$ cat config.mk
export PLATFORM = sky130hd
export DESIGN_NAME = fifo_controller
export DESIGN_NICKNAME = d
export VERILOG_FILES = /design/src/rtl/fifo_controller.sv
export SDC_FILE = /design/constraint.sdc
export NUM_CORES = 1
export LEC_CHECK = 0
export BUFFER_PORTS_ARGS = -buffer_cell sky130_fd_sc_hd__buf_2
export CORE_MARGIN = 2
export CORE_UTILIZATION = 30
export CTS_BUF_LIST = sky130_fd_sc_hd__clkbuf_8
export CTS_CLUSTER_SIZE = 10
export DETAILED_ROUTE_END_ITERATION = 8
export PLACE_DENSITY = 0.53
export SYNTH_ARGS = -nofsm -noshare
export SYNTH_HDL_FRONTEND = slang
export SYNTH_SLANG_ARGS = --single-unit
$ cat constraint.sdc
create_clock -name clock -period 3.1 [get_ports clock]
set_input_delay 0.465 -clock clock [delete_from_list [all_inputs] [get_ports clock]]
set_output_delay 0.465 -clock clock [all_outputs]
set_load 0.02 [all_outputs]
$ cat src/rtl/fifo_controller.sv
// fifo_controller
// Single-clock FIFO sequencer that treats an external dpram as circular storage.
// It owns the wrap-bit pointers, the occupancy count and the push/pop handshakes.
// Reads are show-ahead: the head word appears on out_data straight from the
// asynchronous RAM read port whenever the FIFO is not empty.
module fifo_controller #(
   parameter int ADDR_WIDTH         = 8,
   parameter int DATA_WIDTH         = 8,
   parameter int ALMOST_FULL_LEVEL  = 252,
   parameter int ALMOST_EMPTY_LEVEL = 4
) (
   input  logic                  clock,
   input  logic                  reset_n,
   input  logic                  flush,
   input  logic [DATA_WIDTH-1:0] in_data,
   input  logic                  in_valid,
   output logic                  in_ready,
   output logic [DATA_WIDTH-1:0] out_data,
   output logic                  out_valid,
   input  logic                  out_ready,
   output logic [ADDR_WIDTH:0]   level,
   output logic                  almost_full,
   output logic                  almost_empty,
   output logic [ADDR_WIDTH-1:0] ram_write_address,
   output logic [DATA_WIDTH-1:0] ram_write_data,
   output logic                  ram_write,
   output logic [ADDR_WIDTH-1:0] ram_read_address,
   input  logic [DATA_WIDTH-1:0] ram_read_data
);

   localparam int PTR_WIDTH = ADDR_WIDTH + 1;

   localparam logic [PTR_WIDTH-1:0] PTR_ZERO = {PTR_WIDTH{1'b0}};
   localparam logic [PTR_WIDTH-1:0] PTR_ONE  = {{(PTR_WIDTH-1){1'b0}}, 1'b1};
   localparam logic [PTR_WIDTH-1:0] AF_LEVEL = PTR_WIDTH'(ALMOST_FULL_LEVEL);
   localparam logic [PTR_WIDTH-1:0] AE_LEVEL = PTR_WIDTH'(ALMOST_EMPTY_LEVEL);

   // Pointer advance; the carry into the MSB is the wrap bit.
   function automatic logic [PTR_WIDTH-1:0] ptr_inc(input logic [PTR_WIDTH-1:0] ptr);
      return ptr + PTR_ONE;
   endfunction

   // Full when the RAM addresses match but the wrap bits differ.
   function automatic logic ptr_full(input logic [PTR_WIDTH-1:0] wp,
                                     input logic [PTR_WIDTH-1:0] rp);
      return (wp[ADDR_WIDTH-1:0] == rp[ADDR_WIDTH-1:0]) &&
             (wp[ADDR_WIDTH] != rp[ADDR_WIDTH]);
   endfunction

   logic [PTR_WIDTH-1:0] wr_ptr_r;
   logic [PTR_WIDTH-1:0] rd_ptr_r;
   logic [PTR_WIDTH-1:0] level_r;
   logic [PTR_WIDTH-1:0] wr_ptr_nxt_s;
   logic [PTR_WIDTH-1:0] rd_ptr_nxt_s;
   logic [PTR_WIDTH-1:0] level_nxt_s;
   logic                 empty_s;
   logic                 full_s;
   logic                 in_ready_s;
   logic                 out_valid_s;
   logic                 push_s;
   logic                 pop_s;

   assign empty_s     = (wr_ptr_r == rd_ptr_r);
   assign full_s      = ptr_full(wr_ptr_r, rd_ptr_r);

   // Flush and reset both mask pushes so no RAM write leaks out in a clearing cycle.
   assign in_ready_s  = !full_s && !flush && reset_n;
   assign out_valid_s = !empty_s;
   assign push_s      = in_valid && in_ready_s;
   assign pop_s       = out_valid_s && out_ready;

   assign in_ready          = in_ready_s;
   assign out_valid         = out_valid_s;
   assign out_data          = ram_read_data;
   assign ram_read_address  = rd_ptr_r[ADDR_WIDTH-1:0];
   assign ram_write         = push_s;
   assign ram_write_address = wr_ptr_r[ADDR_WIDTH-1:0];
   assign ram_write_data    = in_data;
   assign level             = level_r;
   assign almost_full       = (level_r >= AF_LEVEL);
   assign almost_empty      = (level_r <= AE_LEVEL);

   // Next pointer and occupancy values; flush wins over any push or pop.
   always_comb begin
      wr_ptr_nxt_s = wr_ptr_r;
      rd_ptr_nxt_s = rd_ptr_r;
      level_nxt_s  = level_r;
      if (flush) begin
         wr_ptr_nxt_s = PTR_ZERO;
         rd_ptr_nxt_s = PTR_ZERO;
         level_nxt_s  = PTR_ZERO;
      end else begin
         if (push_s) begin
            wr_ptr_nxt_s = ptr_inc(wr_ptr_r);
         end else begin
            wr_ptr_nxt_s = wr_ptr_r;
         end
         if (pop_s) begin
            rd_ptr_nxt_s = ptr_inc(rd_ptr_r);
         end else begin
            rd_ptr_nxt_s = rd_ptr_r;
         end
         case ({push_s, pop_s})
            2'b10:   level_nxt_s = level_r + PTR_ONE;
            2'b01:   level_nxt_s = level_r - PTR_ONE;
            default: level_nxt_s = level_r;
         endcase
      end
   end

   // Pointer and occupancy registers with synchronous active-low reset.
   always_ff @(posedge clock) begin
      if (!reset_n) begin
         wr_ptr_r <= PTR_ZERO;
         rd_ptr_r <= PTR_ZERO;
         level_r  <= PTR_ZERO;
      end else begin
         wr_ptr_r <= wr_ptr_nxt_s;
         rd_ptr_r <= rd_ptr_nxt_s;
         level_r  <= level_nxt_s;
      end
   end

endmodule
==> flow_summary.yaml, run 1 <==
placement:
  postPlaceCellArea_um2: 2020
  place_worst_setup_slack_ns: 0.0662
  globalplace.congestion: 0.789
  portBuffers: 34
  place_hpwl_mm: 3.23
job:
  max_cap_viol_count: 0
clock_network:
  cts_buffer_depth: 2
  clk_latency_ns: 0.28
  cts_sinks: 27
  path_clk_slew_ns: 0.10
  htree_levels: 1
  cts_tree: "yes"
  cts-root-buf: "clkbuf_8"
  numCtsBuffers: 3
floorplanning:
  initial_core_util: 0.306
  io_pins: 67
  die_w_um: 83.8
  row_count: 29
  chipHeight_um: 83.8
  fp.coreArea_um2: 6240
  die_area_um2: 7020
logic_synthesis:
  synth_cells: 229
  yosys.area.top_type_share: 0.283
  synthArstFlopShare: 0
  yosysUniqueCellTypes: 41
  synth-edff-count: 0
  yosys_warnings: 0
  synth_nets: 261
  yosys.area.top_type: "dfxtp_1"
  synth.most_common_cell: "buf_4"
  synthTopCellsByArea: "dfxtp_1, buf_4, ha_1"
  syn-cell-area_um2: 1910
  synth_seq_cells: 27
  ys.flop_type: "dfxtp_1"
  synthTopCellsByCount: "buf_4, dfxtp_1, a21oi_1"
  syn_area_per_cell_um2: 8.34
  seq_area_frac_synth: 0.283
drt:
  dr.pass1.iters: 6
  drtIter0Drc: 50
  routedWlPerCell_um: 13.2
  drc: 0
  post_drt_via_cell_ratio: 4.92
  vias: 1579
  antenna_left: 0
  wirelength_mm: 4.23
critical_path:
  r2r_slack_ns: 0.24
  max_stage_delay_ns: 0.42
  cp-startpoint: "wr_ptr_r[4]"
  cp_max_fo: 5
  worstPathCellList: "xnor2_1 > nand4_2 > o31ai_4 > inv_2 > ha_2 > ha_1 > a21o_1 > a211o_1 > a2111oi_2 > nor3_1 > nand3b_1"
  r2r.worst_path.cells: 11
  cp.buffers_inverters: 1
  cp.arrival_ns: 3.03
  startpoint_type: "flop"
  reg2reg_from: "wr_ptr_r[4]"
  r2r_end: "level[7]"
  crit_type: "reg2reg"
  cp-end-kind: "flop"
  cp_slowest_cell: "dfxtp_1"
  cp_top_family: "compound AO/OA/AOI/OAI gates"
  cp.required_ns: 3.27
sta:
  drv_slew: 0
  final.setup.worst_slack_ns: 0.241
  worst_pin_slew_ns: 0.906
  fin_crit_ns: 2.86
  fmax_mhz: 350
  setup_viol: 0
  period_share: 0.922
  hold_viol: 0
  slew_headroom: 0.396
  finalSetupTns_ns: 0
  fin_skew_ns: 0.00324
global_routing:
  grt_max_degree: 23
  grtUsageTotal: 0.126
  antenna_found_initial: 0
  grt_pass1_vias: 1524
  overflow: 0
  grt_pass1_wl_mm: 7.29
power:
  leakage_nw: 0.906
  total_power_mw: 0.650
  ir_drop_uv: 185
  power_density_nw_per_um2: 312
hold_path:
  whs_path_depth: 2
  hp-start: "level[8]"
  hold_end: "level[8]"
  hp-class: "reg2reg"
outcome:
  status: "completed"
layout:
  n_fill_cell: 702
  area_growth_pct: 9.31
  final_nets: 277
  layout-drive-gt1-share: 0.275
  diodes: 0
  fin_area_um2: 2090
## per-stage QoR
step / hold WS, ns / utilization / instances
6_report: 0.525 / 0.334 / 321
3_5_place_dp: 0.521 / 0.324 / 316
2_1_floorplan: 0.484 / - / 229
4_1_cts: 0.534 / 0.331 / 320
3_3_place_gp: 0.505 / 0.324 / 316
5_1_grt: 0.547 / 0.334 / 321
## state kept, by name, indices dropped and copies added (netlist names)
name      cells
level         9
rd_ptr_r      9
wr_ptr_r      9
## power by group
part	internal [mW]	total, mW	switching (mW)
registers	0.350	0.354	0.00382
logic	0.0356	0.0891	0.0534
clock network	0.0903	0.208	0.117
total	0.476	0.650	0.174
## area by class of cell
class	instances	area, um2	area share
sequential	27	543	0.260
clock buffer	3	41.3	0.0198
tap	77	96.3	0.0462
timing repair buffer	49	283	0.135
multi-input combinational	155	1080	0.520
clock inverter	1	5.00	0.00240
inverter	9	33.8	0.0162
## tightest hold or removal path, cell delays in order (launching register included)
cell,delay (ns)
dfxtp_1,0.36
nand2_1,0.07
mux2i_1,0.06
## timing repair
| action | in CTS | in global routing |
|---|---|---|
| setup buffers | 0 | 1 |
| endpoints found under the setup margin | 0 | 3 |
| hold buffers | 0 | 0 |
| gates resized for setup | 0 | 4 |
## cells by family (layout without fill, tap and decap cells)
logic type / Yosys count / in the layout / synth area share
AO/OA/AOI/OAI: 47 / 47 / 0.154
flip-flops: 27 / 27 / 0.283
multiplexers: 8 / 8 / 0.0419
XOR/XNOR: 17 / 17 / 0.0780
AND/OR/NAND/NOR: 72 / 72 / 0.207
adder cells (fa/ha/maj): 11 / 11 / 0.0760
buffers and inverters: 47 / 62 / 0.160
## how the worst max path moves through the flow
stage	endpoint	depth (start not counted)
finish	level[7]	11
global route	level[7]	11
CTS	level[7]	11
detailed placement	level[7]	11
global placement	level[7]	11
floorplan	level[7]	12
## cell usage in the layout, fill, tap and decap left out, drive strengths merged, types with 5 or more instances in the layout
cell,n
nand2,13
ha,10
o31ai,7
a21oi,17
nor2,11
xor2,5
mux2i,8
xnor2,12
nand4,7
buf,49
or3,11
and3,5
nand3,10
inv,8
o21ai,11
dfxtp,27
## per-layer routing
metal	GRT usage	part of all wire	wire (um)	vias to the layer above
met1	0.166	0.48	2050	722
met4	0.0220	0.0054	23	0
li1	-	-	-	816
met5	0	0	0	-
met2	0.212	0.46	1950	39
met3	0.0317	0.050	210	2
Power figures use the tool's default switching activity.
==> run 2, diff against run 1 <==
Settings changed: PLACE_DENSITY 0.53 to 0.51.
Clock period 3.1 ns to 3 ns, I/O delays scaled along.
==> flow_summary.yaml, run 2 (synthesis gave the netlist of run 1 again) <==
outcome:
  status: "completed"
clock_network:
  cts-root-buf: "clkbuf_8"
  path_clk_slew_ns: 0.10
  cts_sinks: 27
  cts_buffer_depth: 2
  htree_levels: 1
  numCtsBuffers: 3
  cts_tree: "yes"
  clk_latency_ns: 0.28
drt:
  routedWlPerCell_um: 13.6
  dr.pass1.iters: 4
  drc: 0
  wirelength_mm: 4.42
  post_drt_via_cell_ratio: 4.97
  drtIter0Drc: 43
  antenna_left: 0
  vias: 1621
critical_path:
  cp.required_ns: 3.17
  cp_max_fo: 4
  cp-end-kind: "flop"
  cp.arrival_ns: 2.99
  crit_type: "reg2reg"
  startpoint_type: "flop"
  r2r_slack_ns: 0.18
layout:
  layout-drive-gt1-share: 0.285
  fin_area_um2: 2140
  diodes: 0
  final_nets: 282
  final_cell_count_no_fill: 326
  layout_commonest_cell: "buf_2"
  area_growth_pct: 12.3
  final_cell_mix: "buf_2, dfxtp_1, buf_4"
sta:
  fin_skew_ns: 0.00434
  worst_pin_slew_ns: 0.976
  period_share: 0.940
  hold_viol: 0
  setup_viol: 0
  fin_crit_ns: 2.82
  fmax_mhz: 355
  slew_headroom: 0.349
  rsz0062_at_grt: "no"
  whs_ns: 0.514
  final.setup.worst_slack_ns: 0.179
  finalSetupTns_ns: 0
  drv_slew: 0
power:
  clockPowerShare: 0.321
  leakage_nw: 0.938
  power_density_nw_per_um2: 318
  p_seq_frac: 0.537
  swShare: 0.274
  ir_drop_uv: 218
  comb_power_share: 0.142
  p_switching_mw: 0.187
  p_int_mw: 0.494
placement:
  globalplace.congestion: 0.753
  place_worst_setup_slack_ns: 0.0822
  place_inst: 318
  portBuffers: 34
  postPlaceCellArea_um2: 2050
  place_hpwl_mm: 3.28
floorplanning:
  io_pins: 67
  fp.coreArea_um2: 6240
  chipHeight_um: 83.8
  die_area_um2: 7020
  initial_core_util: 0.306
  die_w_um: 83.8
  row_count: 29
global_routing:
  grtUsageTotal: 0.128
  grt_max_degree: 23
  antenna_found_initial: 0
  grt_pass1_wl_mm: 7.37
  overflow: 0
  grt_pass1_vias: 1543
hold_path:
  hp-class: "reg2reg"
job:
  max_cap_viol_count: 0
[run 2: layer usage]
layer / GRT usage / up-vias / wire [um]
met1: 0.166 / 746 / 2060
met2: 0.212 / 46 / 2070
met5: 0 / - / 0
li1: - / 821 / -
met4: 0.0337 / 0 / 40
met3: 0.0336 / 8 / 251
[run 2: final cells by class]
class | count | area [um2]
timing repair buffer | 54 | 320
clock inverter | 1 | 5.00
sequential | 27 | 543
tap | 77 | 96.3
multi-input combinational | 155 | 1100
inverter | 9 | 33.8
clock buffer | 3 | 41.3
fill | 682 | 4100
[run 2: per-stage QoR]
| step | util | power, mW |
|---|---|---|
| global placement | 0.329 | 0.468 |
| global route | 0.343 | 0.716 |
| floorplan | - | 0.470 |
| detailed placement | 0.329 | 0.468 |
| CTS | 0.336 | 0.692 |
| finish | 0.343 | 0.681 |
[run 2: critical path: stages, from the launching register on]
cell	delay (ns)
dfxtp_1	0.35
xnor2_1	0.20
nand4_2	0.22
o31ai_4	0.29
inv_2	0.10
ha_4	0.19
ha_1	0.26
a21o_1	0.19
a211o_1	0.34
a2111oi_4	0.32
nor3_1	0.10
nand3b_1	0.16
[run 2: path summary, 6_finish.rpt]
path                                   from       end  cells after the start
worst max-delay path            wr_ptr_r[6]  level[7]                     11
worst min-delay path               level[8]  level[8]                      2
worst max register to register  wr_ptr_r[6]  level[7]                     11
worst min register to register     level[8]  level[8]                      2
[run 2: power groups by stage]
stage | Clock, mW | Sequential (mW) | Combinational, mW
after floorplan | 0 | 0.376 | 0.0938
after global placement | 0 | 0.374 | 0.0938
after detailed placement | 0 | 0.374 | 0.0937
after CTS | 0.233 | 0.366 | 0.0939
after global routing | 0.243 | 0.366 | 0.106
final | 0.219 | 0.365 | 0.0965
[run 2: what timing repair did]
action,CTS,global route
endpoints found under the setup margin,0,3
hold buffers,0,0
resized for setup,0,3
setup buffers,0,4
